==> src/rtl/vga_pkg.sv <==
// VGA receive monitor shared types and 640x480 timing.
// Imported by the monitor, its interface users and sub-blocks.
package vga_pkg;

  localparam int VGA_H_ACTIVE    = 640;
  localparam int VGA_H_FP        = 16;
  localparam int VGA_H_SYNC      = 96;
  localparam int VGA_H_BP        = 48;
  localparam int VGA_H_TOTAL     = 800;
  localparam int VGA_V_ACTIVE    = 480;
  localparam int VGA_V_FP        = 10;
  localparam int VGA_V_SYNC      = 2;
  localparam int VGA_V_BP        = 33;
  localparam int VGA_V_TOTAL     = 525;
  localparam int VGA_LOCK_FRAMES = 2;

  typedef enum logic [1:0] {
    SEARCH  = 2'd0,
    MEASURE = 2'd1,
    LOCKED  = 2'd2
  } state_t;

  typedef struct packed {
    logic [7:0] r;
    logic [7:0] g;
    logic [7:0] b;
  } rgb_t;

  function automatic logic [23:0] sig_step(
    input logic [23:0] s,
    input rgb_t        p
  );
    return {s[22:0], s[23]} ^ p;
  endfunction

endpackage

==> src/rtl/vga_rx_monitor_if.sv <==
// VGA pixel bus as seen by the receive monitor.
// master drives the bus, slave samples it.
interface vga_rx_monitor_if;

  logic       pix_ce;
  logic       hsync;
  logic       vsync;
  logic       blank;
  logic [7:0] R;
  logic [7:0] G;
  logic [7:0] B;

  modport master (
    output pix_ce, hsync, vsync, blank,
    output R, G, B
  );

  modport slave (
    input pix_ce, hsync, vsync, blank,
    input R, G, B
  );

endinterface

==> src/rtl/vga_sync_edge.sv <==
// Falling-edge detector for an active-low sync line.
// Only pixel strobes update the history.
module vga_sync_edge (
  input  logic clk,
  input  logic reset,
  input  logic ce,
  input  logic din,
  output logic fall
);

  logic q;

  // keep the level seen at the previous strobe
  always_ff @(posedge clk or negedge reset) begin
    if (!reset) q <= 1'b0;
    else if (ce) q <= din;
  end

  assign fall = ce & q & ~din;

endmodule

==> src/rtl/vga_rx_monitor.sv <==
// VGA receive monitor: timing lock, coordinates
// and a per-frame rotate-xor pixel signature.
module vga_rx_monitor
  import vga_pkg::*;
#(
  parameter int H_ACTIVE    = VGA_H_ACTIVE,
  parameter int H_TOTAL     = VGA_H_TOTAL,
  parameter int V_ACTIVE    = VGA_V_ACTIVE,
  parameter int V_TOTAL     = VGA_V_TOTAL,
  parameter int LOCK_FRAMES = VGA_LOCK_FRAMES
) (
  input  logic                    clk,
  input  logic                    reset,
  vga_rx_monitor_if.slave         vga,
  output logic [9:0]              x,
  output logic [9:0]              y,
  output logic                    pix_valid,
  output logic                    locked,
  output logic [23:0]             frame_sig,
  output logic                    frame_done,
  output logic                    sync_err,
  output logic [11:0]             h_meas,
  output logic [10:0]             v_meas
);

  logic        ce;
  logic        hfall;
  logic        vfall;
  rgb_t        px;
  state_t      state;
  logic [11:0] hcnt;
  logic [10:0] vcnt;
  logic [11:0] hvis;
  logic [9:0]  ycnt;
  logic        line_seen;
  logic [7:0]  good;
  logic [23:0] sig;

  logic [11:0] hlen;
  logic [10:0] vnext;
  logic [11:0] hbase;
  logic [9:0]  ybase;
  logic        chk;
  logic        vis;
  logic        tfail;
  logic        ovf;

  assign ce = vga.pix_ce;
  assign px = {vga.R, vga.G, vga.B};

  vga_sync_edge u_hedge (
    .clk  (clk),
    .reset(reset),
    .ce   (ce),
    .din  (vga.hsync),
    .fall (hfall)
  );

  vga_sync_edge u_vedge (
    .clk  (clk),
    .reset(reset),
    .ce   (ce),
    .din  (vga.vsync),
    .fall (vfall)
  );

  assign hlen  = (hcnt == 12'hfff) ? hcnt : hcnt + 12'd1;
  assign vnext = !hfall ? vcnt :
                 (vcnt == 11'h7ff) ? vcnt : vcnt + 11'd1;
  assign chk   = state != SEARCH;
  assign vis   = ce & vga.blank;
  assign hbase = hfall ? 12'd0 : hvis;
  assign tfail = chk & ((hfall & (hlen != 12'(H_TOTAL))) |
                        (vfall & (vnext != 11'(V_TOTAL))));
  assign ovf   = chk & vis & (hbase >= 12'(H_ACTIVE));

  // row of the current line: bumps once per visible line
  always_comb begin
    ybase = ycnt;
    if (hfall && line_seen && ycnt < 10'(V_ACTIVE - 1))
      ybase = ycnt + 10'd1;
    if (vfall) ybase = '0;
  end

  // line/frame length counters and measurements
  always_ff @(posedge clk or negedge reset) begin
    if (!reset) begin
      hcnt   <= '0;
      vcnt   <= '0;
      h_meas <= '0;
      v_meas <= '0;
    end else if (ce) begin
      if (hfall) begin
        h_meas <= hlen;
        hcnt   <= '0;
      end else if (hcnt != 12'hfff) begin
        hcnt <= hcnt + 12'd1;
      end
      if (vfall) begin
        v_meas <= vnext;
        vcnt   <= '0;
      end else begin
        vcnt <= vnext;
      end
    end
  end

  // lock state machine and timing error pulse
  always_ff @(posedge clk or negedge reset) begin
    if (!reset) begin
      state    <= SEARCH;
      good     <= '0;
      sync_err <= 1'b0;
      locked   <= 1'b0;
    end else begin
      sync_err <= 1'b0;
      locked   <= state == LOCKED;
      if (ce) begin
        if (tfail) begin
          state    <= SEARCH;
          sync_err <= 1'b1;
        end else begin
          sync_err <= ovf;
          unique case (state)
            SEARCH: if (vfall) begin
              state <= MEASURE;
              good  <= '0;
            end
            MEASURE: if (vfall) begin
              good <= good + 8'd1;
              if (good + 8'd1 == 8'(LOCK_FRAMES))
                state <= LOCKED;
            end
            LOCKED: ;
            default: state <= SEARCH;
          endcase
        end
      end
    end
  end

  // visible-pixel coordinates
  always_ff @(posedge clk or negedge reset) begin
    if (!reset) begin
      x         <= '0;
      y         <= '0;
      hvis      <= '0;
      ycnt      <= '0;
      line_seen <= 1'b0;
      pix_valid <= 1'b0;
    end else begin
      pix_valid <= vis & locked;
      if (ce) begin
        ycnt <= ybase;
        if (hfall) begin
          x    <= '0;
          hvis <= '0;
        end
        if (vfall) y <= '0;
        if (hfall | vfall) line_seen <= 1'b0;
        if (vis) begin
          x <= (hbase >= 12'(H_ACTIVE - 1)) ?
               10'(H_ACTIVE - 1) : hbase[9:0];
          hvis <= (hbase == 12'hfff) ?
                  hbase : hbase + 12'd1;
          y         <= ybase;
          line_seen <= 1'b1;
        end
      end
    end
  end

  // frame signature, published on each good locked frame
  always_ff @(posedge clk or negedge reset) begin
    if (!reset) begin
      sig        <= '0;
      frame_sig  <= '0;
      frame_done <= 1'b0;
    end else begin
      frame_done <= 1'b0;
      if (!locked) begin
        sig <= '0;
      end else if (ce) begin
        if (vfall) begin
          sig <= '0;
          if (!tfail) begin
            frame_sig  <= sig;
            frame_done <= 1'b1;
          end
        end else if (vis) begin
          sig <= sig_step(sig, px);
        end
      end
    end
  end

endmodule

==> src/flat_wrapper.sv <==
// flat-port wrapper written by rule: the top's interface ports become plain ports
module vga_rx_monitor_flat import vga_pkg::*;
#(
  parameter int H_ACTIVE    = VGA_H_ACTIVE,
  parameter int H_TOTAL     = VGA_H_TOTAL,
  parameter int V_ACTIVE    = VGA_V_ACTIVE,
  parameter int V_TOTAL     = VGA_V_TOTAL,
  parameter int LOCK_FRAMES = VGA_LOCK_FRAMES
)
  (clk, reset, x, y, pix_valid, locked, frame_sig, frame_done, sync_err, h_meas, v_meas, vga_pix_ce, vga_hsync, vga_vsync, vga_blank, vga_R, vga_G, vga_B);
  vga_rx_monitor_if vga_i ();
  input  logic clk;
  input  logic reset;
  output logic [9:0] x;
  output logic [9:0] y;
  output logic pix_valid;
  output logic locked;
  output logic [23:0] frame_sig;
  output logic frame_done;
  output logic sync_err;
  output logic [11:0] h_meas;
  output logic [10:0] v_meas;
  input wire logic [$bits(vga_i.pix_ce)-1:0] vga_pix_ce;
  input wire logic [$bits(vga_i.hsync)-1:0] vga_hsync;
  input wire logic [$bits(vga_i.vsync)-1:0] vga_vsync;
  input wire logic [$bits(vga_i.blank)-1:0] vga_blank;
  input wire logic [$bits(vga_i.R)-1:0] vga_R;
  input wire logic [$bits(vga_i.G)-1:0] vga_G;
  input wire logic [$bits(vga_i.B)-1:0] vga_B;
  assign vga_i.pix_ce = vga_pix_ce;
  assign vga_i.hsync = vga_hsync;
  assign vga_i.vsync = vga_vsync;
  assign vga_i.blank = vga_blank;
  assign vga_i.R = vga_R;
  assign vga_i.G = vga_G;
  assign vga_i.B = vga_B;
  vga_rx_monitor #(.H_ACTIVE(H_ACTIVE), .H_TOTAL(H_TOTAL), .V_ACTIVE(V_ACTIVE), .V_TOTAL(V_TOTAL), .LOCK_FRAMES(LOCK_FRAMES)) u_core (.clk(clk), .reset(reset), .vga(vga_i), .x(x), .y(y), .pix_valid(pix_valid), .locked(locked), .frame_sig(frame_sig), .frame_done(frame_done), .sync_err(sync_err), .h_meas(h_meas), .v_meas(v_meas));
endmodule
==> config.mk <==
export PLATFORM = sky130hd
export DESIGN_NAME = vga_rx_monitor_flat
export DESIGN_NICKNAME = d
export VERILOG_FILES = /design/src/rtl/vga_pkg.sv /design/src/rtl/vga_rx_monitor_if.sv /design/src/rtl/vga_sync_edge.sv /design/src/rtl/vga_rx_monitor.sv /design/src/flat_wrapper.sv
export SDC_FILE = /design/constraint.sdc
export NUM_CORES = 1
export LEC_CHECK = 0
export CORE_UTILIZATION = 55
export CTS_CLUSTER_DIAMETER = 120
export DETAILED_ROUTE_END_ITERATION = 16
export PLACE_DENSITY_LB_ADDON = 0.2
export SYNTH_ARGS = -nofsm -noshare
export SYNTH_HDL_FRONTEND = slang
export SYNTH_SLANG_ARGS = --single-unit
==> constraint.sdc <==
create_clock -name clk -period 3.4 [get_ports clk]
set_input_delay 0.68 -clock clk [delete_from_list [all_inputs] [get_ports clk]]
set_output_delay 0.68 -clock clk [all_outputs]
set_load 0.01 [all_outputs]
==> impl_metrics.env, run 1 <==
export IMPL_hold_class="input pin to async pin"
export IMPL_synth_most_common_cell="dfrtp_1"
export IMPL_peakVddDrop_v=0.000401
export IMPL_wl_per_cell_um=15.9
export IMPL_rows=41
export IMPL_crit_type="flip-flop to flip-flop"
export IMPL_period_minus_slack_ps=3110
export IMPL_rsz0062_at_grt="false"
export IMPL_postRouteAntennaNets=0
export IMPL_gp_congestion=0.854
export IMPL_die_y_um=117
export IMPL_worstPathRequired_ps=3750
export IMPL_drive_gt1_share_pct=13.1
export IMPL_route_vias_total=5584
export IMPL_layout_nets=843
export IMPL_cellPowerDensity_nw_per_um2=549
export IMPL_synth_ff_latch_count=153
export IMPL_reg2reg_depth=10
export IMPL_fin_setup_tns_ps=0
export IMPL_initial_core_util_pct=56.9
export IMPL_synth_cell_area_sq_um=7230
export IMPL_avgSynthCellArea_sq_um=10.3
export IMPL_p_total_mw=5.00
export IMPL_cts_root_buf="clkbuf_16"
export IMPL_dp_cells=959
export IMPL_post_dp_cell_area_sq_um=8480
export IMPL_drtIter0Drc=397
export IMPL_clock_sinks=153
export IMPL_fp_dieW_um=117
export IMPL_end_kind="flip-flop"
export IMPL_finish_utilization_pct=71.6
export IMPL_synth_fp_nets=739
export IMPL_drc_errors=0
export IMPL_maxSlewHeadroom_pct=45.9
export IMPL_fin_skew_ps=8.79
export IMPL_cp_startpoint="u_core.hcnt[0]$_DFFE_PN0P_"
export IMPL_ctsResizeCount=0
export IMPL_fmax_ghz=0.321
export IMPL_setup_viol=0
export IMPL_htree_num_levels=4
export IMPL_grt_pass1_vias=5443
export IMPL_routed_wl_um=15800
export IMPL_hpwl_um=11000
export IMPL_synthCells=702
export IMPL_fin_ws_ps=287
export IMPL_r2r_start="u_core.hcnt[0]$_DFFE_PN0P_"
export IMPL_cap_violations=0
export IMPL_cts_made_buffers=17
export IMPL_p_leak_nw=4.07
export IMPL_worstSkewPairLatency_ps=420
export IMPL_track_usage_pct=25.2
export IMPL_synth_cell_types=58
export IMPL_pre_cts_slack_ps=7.11
export IMPL_path_clk_slew_ps=60
export IMPL_synth_seq_area_share_pct=52.9
export IMPL_path_max_fanout=13
export IMPL_yosysTopAreaCellShare_pct=52.9
export IMPL_num_io_pins=101
export IMPL_globalRouteOverflowTotal=0
export IMPL_worst_pin_slew_ps=809
export IMPL_post_cts_buffers=0
export IMPL_grt_antenna_before_repair=0
export IMPL_area_growth_pct=25.9
export IMPL_status="finished clean"
export IMPL_n_antenna_cell=0
export IMPL_cts_hold_buf=0
export IMPL_ys_top_cells_by_area="dfrtp_1, nor2_1, xnor2_1"
export IMPL_cts_tree="built"
export IMPL_synthArstFlopShare_pct=100
export IMPL_via_per_inst=5.63
export IMPL_layoutNonFillerInstCount=991
export IMPL_critical_path_arrival_ps=3470
export IMPL_synth_ff_type="dfrtp_1"
export IMPL_whs_ps=306
export IMPL_port_buffer_count=100
export IMPL_die_area_sq_um=13600
export IMPL_stdcell_area_sq_um=9100
export IMPL_cts_path_max_buffers=2
export IMPL_drv_slew=0
export IMPL_first_pass_iters=5
export IMPL_start_kind="flip-flop"
export IMPL_grt_max_degree=82
export IMPL_synth_edf_count=0
export IMPL_synthTopCellsByCount="dfrtp_1, nor2_1, nand2_1"
export IMPL_grt_pass1_wl_um=26500
export IMPL_timing_final_crit_share_pct=91.6
export IMPL_hold_violations=0
export IMPL_ys_warn_count=0
export IMPL_core_sq_um=12700
export IMPL_yosys_area_top_type="dfrtp_1"
## registers in the layout, summed over array words and instances (netlist names), 2 cells and up
| register | flops |
|---|---|
| u_core.vcnt | 11 |
| u_core.state | 2 |
| u_core.hvis | 12 |
| u_core.h_meas | 12 |
| u_core.v_meas | 11 |
| u_core.good | 8 |
| u_core.x | 10 |
| u_core.hcnt | 12 |
| u_core.frame_sig | 24 |
| u_core.ycnt | 10 |
| u_core.y | 10 |
| u_core.sig | 24 |
## cell usage in the layout (no fill, tap or decap), types with 3 or more instances in the layout
| master | netlist | final |
|---|---|---|
| mux2i_1 | 11 | 11 |
| clkbuf_8 | 0 | 3 |
| inv_6 | 0 | 4 |
| a21oi_1 | 13 | 13 |
| xor2_1 | 25 | 25 |
| nor2_1 | 88 | 87 |
| a211oi_1 | 26 | 26 |
| inv_1 | 11 | 11 |
| mux2_2 | 26 | 26 |
| nand3_1 | 33 | 33 |
| clkdlybuf4s50_1 | 0 | 99 |
| clkbuf_16 | 0 | 17 |
| o21ai_0 | 34 | 34 |
| and3_1 | 9 | 9 |
| a31oi_1 | 3 | 3 |
| nor3_1 | 10 | 10 |
| or3_1 | 4 | 4 |
| or4_1 | 10 | 10 |
| o31ai_1 | 8 | 8 |
| nand3_2 | 3 | 3 |
| xnor2_1 | 37 | 37 |
| bufinv_16 | 0 | 3 |
| o211ai_1 | 6 | 6 |
| nand4_1 | 8 | 8 |
| or2_2 | 3 | 3 |
| clkinv_4 | 0 | 3 |
| nor2b_1 | 4 | 4 |
| nand3b_1 | 4 | 4 |
| dfrtp_1 | 153 | 153 |
| nand2_1 | 77 | 77 |
| a41oi_1 | 3 | 3 |
| nor4_1 | 3 | 3 |
| ha_1 | 7 | 7 |
| o221a_2 | 7 | 7 |
| buf_4 | 5 | 24 |
## layout make-up
type	count	area [sq um]
clock buffers	21	470
well taps	172	215
repair buffers	125	1200
flip-flops and latches	153	3830
inverters	11	41.3
multi-input cells	498	3190
clock inverters	11	159
fillers	956	3620
## critical path: stages (launching register included)
cell,delay (ps)
dfrtp_1,470
ha_1,310
nand2_1,190
o21ai_0,240
nand3_1,100
nor4_1,340
a31oi_2,220
buf_4,200
or2_4,300
or4_1,540
nand3_1,110
## kinds of logic after synthesis
family	share of synthesized area, %
compound gates	11.8
simple gates	17.9
fa+ha+maj	1.21
xor+xnor	7.51
mux	5.57
flops	52.9
buf+inv	3.06
## where the power goes
group | switching [mW] | internal [mW]
clock | 0.758 | 1.23
sequential | 0.182 | 2.00
combinational | 0.399 | 0.435
total | 1.34 | 3.66
## routing by layer
metal / global-route usage, % / share of wire [%] / vias to the layer above
met4: 10.6 / 2.3 / 0
li1: - / - / 2676
met5: 0 / 0 / -
met2: 40.9 / 49 / 152
met3: 4.93 / 4.0 / 34
met1: 33.1 / 44 / 2722
## path summary, 6_finish.rpt
check | end | slack, ps
setup / recovery | u_core.good[6]$_DFFE_PN0P_ | 290
hold / removal | u_core.good[3]$_DFFE_PN0P_ | 310
setup reg to reg | u_core.good[6]$_DFFE_PN0P_ | 290
hold reg to reg | u_core.h_meas[7]$_DFFE_PN0P_ | 480
max in group asynchronous | u_core.h_meas[1]$_DFFE_PN0P_ | 2200
min in group clk | u_core.h_meas[7]$_DFFE_PN0P_ | 480
Note: power is estimated with default switching activity, not from simulation.
==> run 2, diff against run 1 <==
- clock period: 3.4 -> 2.9 ns (I/O delays scaled with it)
==> impl_metrics.env, run 2 (same netlist as run 1, synthesis figures left out) <==
export IMPL_status="finished clean"
export IMPL_path_cells="buf_4 -> nand3_2 -> nor3_1 -> xor2_1 -> nor4_4 -> buf_4 -> a31oi_4 -> buf_6 -> or2_4 -> buf_6 -> or4_1 -> nand3_1"
export IMPL_cellPowerDensity_nw_per_um2=634
export IMPL_p_seq_share_pct=42.9
export IMPL_fin_setup_tns_ps=0
export IMPL_swShare_pct=27.6
export IMPL_power_switching_mw=1.65
export IMPL_layout_nets=879
export IMPL_port_buffer_count=100
export IMPL_worstSkewPairLatency_ps=420
export IMPL_met3_wirelength_um=736
export IMPL_period_minus_slack_ps=2840
export IMPL_fmax_ghz=0.352
export IMPL_r2r_end="u_core.good[2]$_DFFE_PN0P_"
export IMPL_routed_wl_um=17100
export IMPL_grt_antenna_before_repair=0
export IMPL_p_int_mw=4.33
export IMPL_r2r_start="u_core.hcnt[0]$_DFFE_PN0P_"
export IMPL_gp_congestion=0.897
export IMPL_fp_dieW_um=117
export IMPL_first_pass_iters=5
export IMPL_num_io_pins=101
export IMPL_drc_errors=0
export IMPL_cts_path_max_buffers=2
export IMPL_setup_viol=0
export IMPL_met2_length_um=8750
export IMPL_nFillCells=886
export IMPL_n_antenna_cell=0
export IMPL_drv_slew=0
export IMPL_cts_made_buffers=17
export IMPL_critPathTopFamily="simple AND/OR/NAND/NOR gates"
export IMPL_rows=41
export IMPL_fin_skew_ps=9.03
export IMPL_timing_final_crit_share_pct=98.1
export IMPL_htree_num_levels=4
export IMPL_dp_cells=986
export IMPL_wl_per_cell_um=16.7
export IMPL_cap_violations=0
export IMPL_wl_met1_um=7230
export IMPL_layoutNonFillerInstCount=1026
export IMPL_critical_path_arrival_ps=3200
export IMPL_peakVddDrop_v=0.000564
export IMPL_final_common_cell="dfrtp_1"
export IMPL_grt_pass1_wl_um=27100
export IMPL_topRoutingLayerUsed="met4"
export IMPL_die_area_sq_um=13600
export IMPL_cp_num_buf_inv=4
export IMPL_grt_max_degree=78
export IMPL_hold_violations=0
export IMPL_start_kind="flip-flop"
export IMPL_cts_hold_buf=0
export IMPL_globalRouteOverflowTotal=0
export IMPL_core_sq_um=12700
export IMPL_area_growth_pct=30.2
export IMPL_pwr_share_comb_pct=20.6
export IMPL_drtIter0Drc=431
export IMPL_most_common_layout_cells="dfrtp_1, clkdlybuf4s50_1, nor2_1, nand2_1, buf_4"
export IMPL_postRouteAntennaNets=0
export IMPL_route_vias_total=5824
export IMPL_maxSlewHeadroom_pct=52.7
export IMPL_worst_pin_slew_ps=709
export IMPL_track_usage_pct=26.1
export IMPL_path_clk_slew_ps=60
export IMPL_clock_sinks=153
export IMPL_hold_class="input pin to async pin"
export IMPL_finish_utilization_pct=74.1
export IMPL_drive_gt1_share_pct=18.1
export IMPL_cp_slowest_stage_delay_ps=470
export IMPL_end_kind="flip-flop"
export IMPL_cts_root_buf="clkbuf_16"
export IMPL_die_y_um=117
export IMPL_clockPowerShare_pct=36.5
export IMPL_initial_core_util_pct=56.9
export IMPL_crit_type="flip-flop to flip-flop"
export IMPL_grt_pass1_vias=5618
export IMPL_critPathSlowestCell="or4_1"
export IMPL_via_per_inst=5.68
export IMPL_rrSetupSlack_ps=60
export IMPL_p_leak_nw=4.23
export IMPL_worstPathRequired_ps=3260
export IMPL_hpwl_um=11400
export IMPL_path_max_fanout=7
export IMPL_cts_tree="built"
export IMPL_top_regs="u_core.frame_sig x24, u_core.sig x24"
export IMPL_reg2reg_depth=12
## run 2: cell types whose count changed in the layout (fill, tap and decap cells not counted), moves of 3 or more
| cell | delta |
|---|---|
| dfrtp_2 | +4 |
| buf_6 | +3 |
| dfrtp_1 | -4 |
| buf_4 | +33 |
## run 2: per-stage QoR
step           total power, mW  setup WS [ps]  area (sq um)  hold slack, ps
3_3_place_gp              3.63           -141          8680             459
6_report                  5.97           55.1          9420             157
3_5_place_dp              3.69           -274          8680             470
2_1_floorplan             3.09           91.1          7230             284
5_1_grt                   6.22          -41.7          9420             222
4_1_cts                   5.87           7.20          9260             190
## run 2: layout make-up
| cell class | count | area, sq um | area share (%) |
|---|---|---|---|
| Clock buffer | 21 | 460 | 4.89 |
| Clock inverter | 10 | 119 | 1.26 |
| Inverter | 11 | 41.3 | 0.438 |
| Multi-Input combinational cell | 498 | 3270 | 34.7 |
| Sequential cell | 153 | 3830 | 40.7 |
| Tap cell | 172 | 215 | 2.28 |
| Timing Repair Buffer | 161 | 1480 | 15.7 |
## run 2: routing by layer
metal / up-vias / track usage, %
met4: 0 / 9.54
li1: 2747 / -
met1: 2845 / 33.0
met5: - / 0
met3: 40 / 5.24
met2: 192 / 44.7
## run 2: worst max path at each step
stage	startpoint	endpoint	slack, ps	cells after the start
2_1_floorplan	vga_hsync	u_core.hvis[11]$_DFFE_PN0P_	90	13
3_3_place_gp	vga_pix_ce	u_core.good[7]$_DFFE_PN0P_	-140	9
3_5_place_dp	vga_pix_ce	u_core.good[4]$_DFFE_PN0P_	-270	9
4_1_cts	u_core.hcnt[0]$_DFFE_PN0P_	u_core.good[7]$_DFFE_PN0P_	7	11
5_1_grt	u_core.hcnt[0]$_DFFE_PN0P_	u_core.good[2]$_DFFE_PN0P_	-40	12
6_report	u_core.hcnt[0]$_DFFE_PN0P_	u_core.good[2]$_DFFE_PN0P_	60	12
## run 2: power groups by stage
stage	Sequential (mW)	Combinational, mW	Clock [mW]
global placement	2.57	1.07	0
global route	2.58	1.35	2.28
finish	2.56	1.23	2.18
CTS	2.55	1.11	2.21
floorplan	2.57	0.516	0
detailed placement	2.58	1.11	0
## run 2: timing repair
item	CTS	global route
buffers inserted	0	9
setup endpoints to repair	6	31
resized for setup	1	23
pin swaps	0	6
==> run 3, diff against run 2 <==
- TNS_END_PERCENT: default -> 10
==> results of run 3 <==
No change in the layout: final DEF, timing and power equal those of run 2.
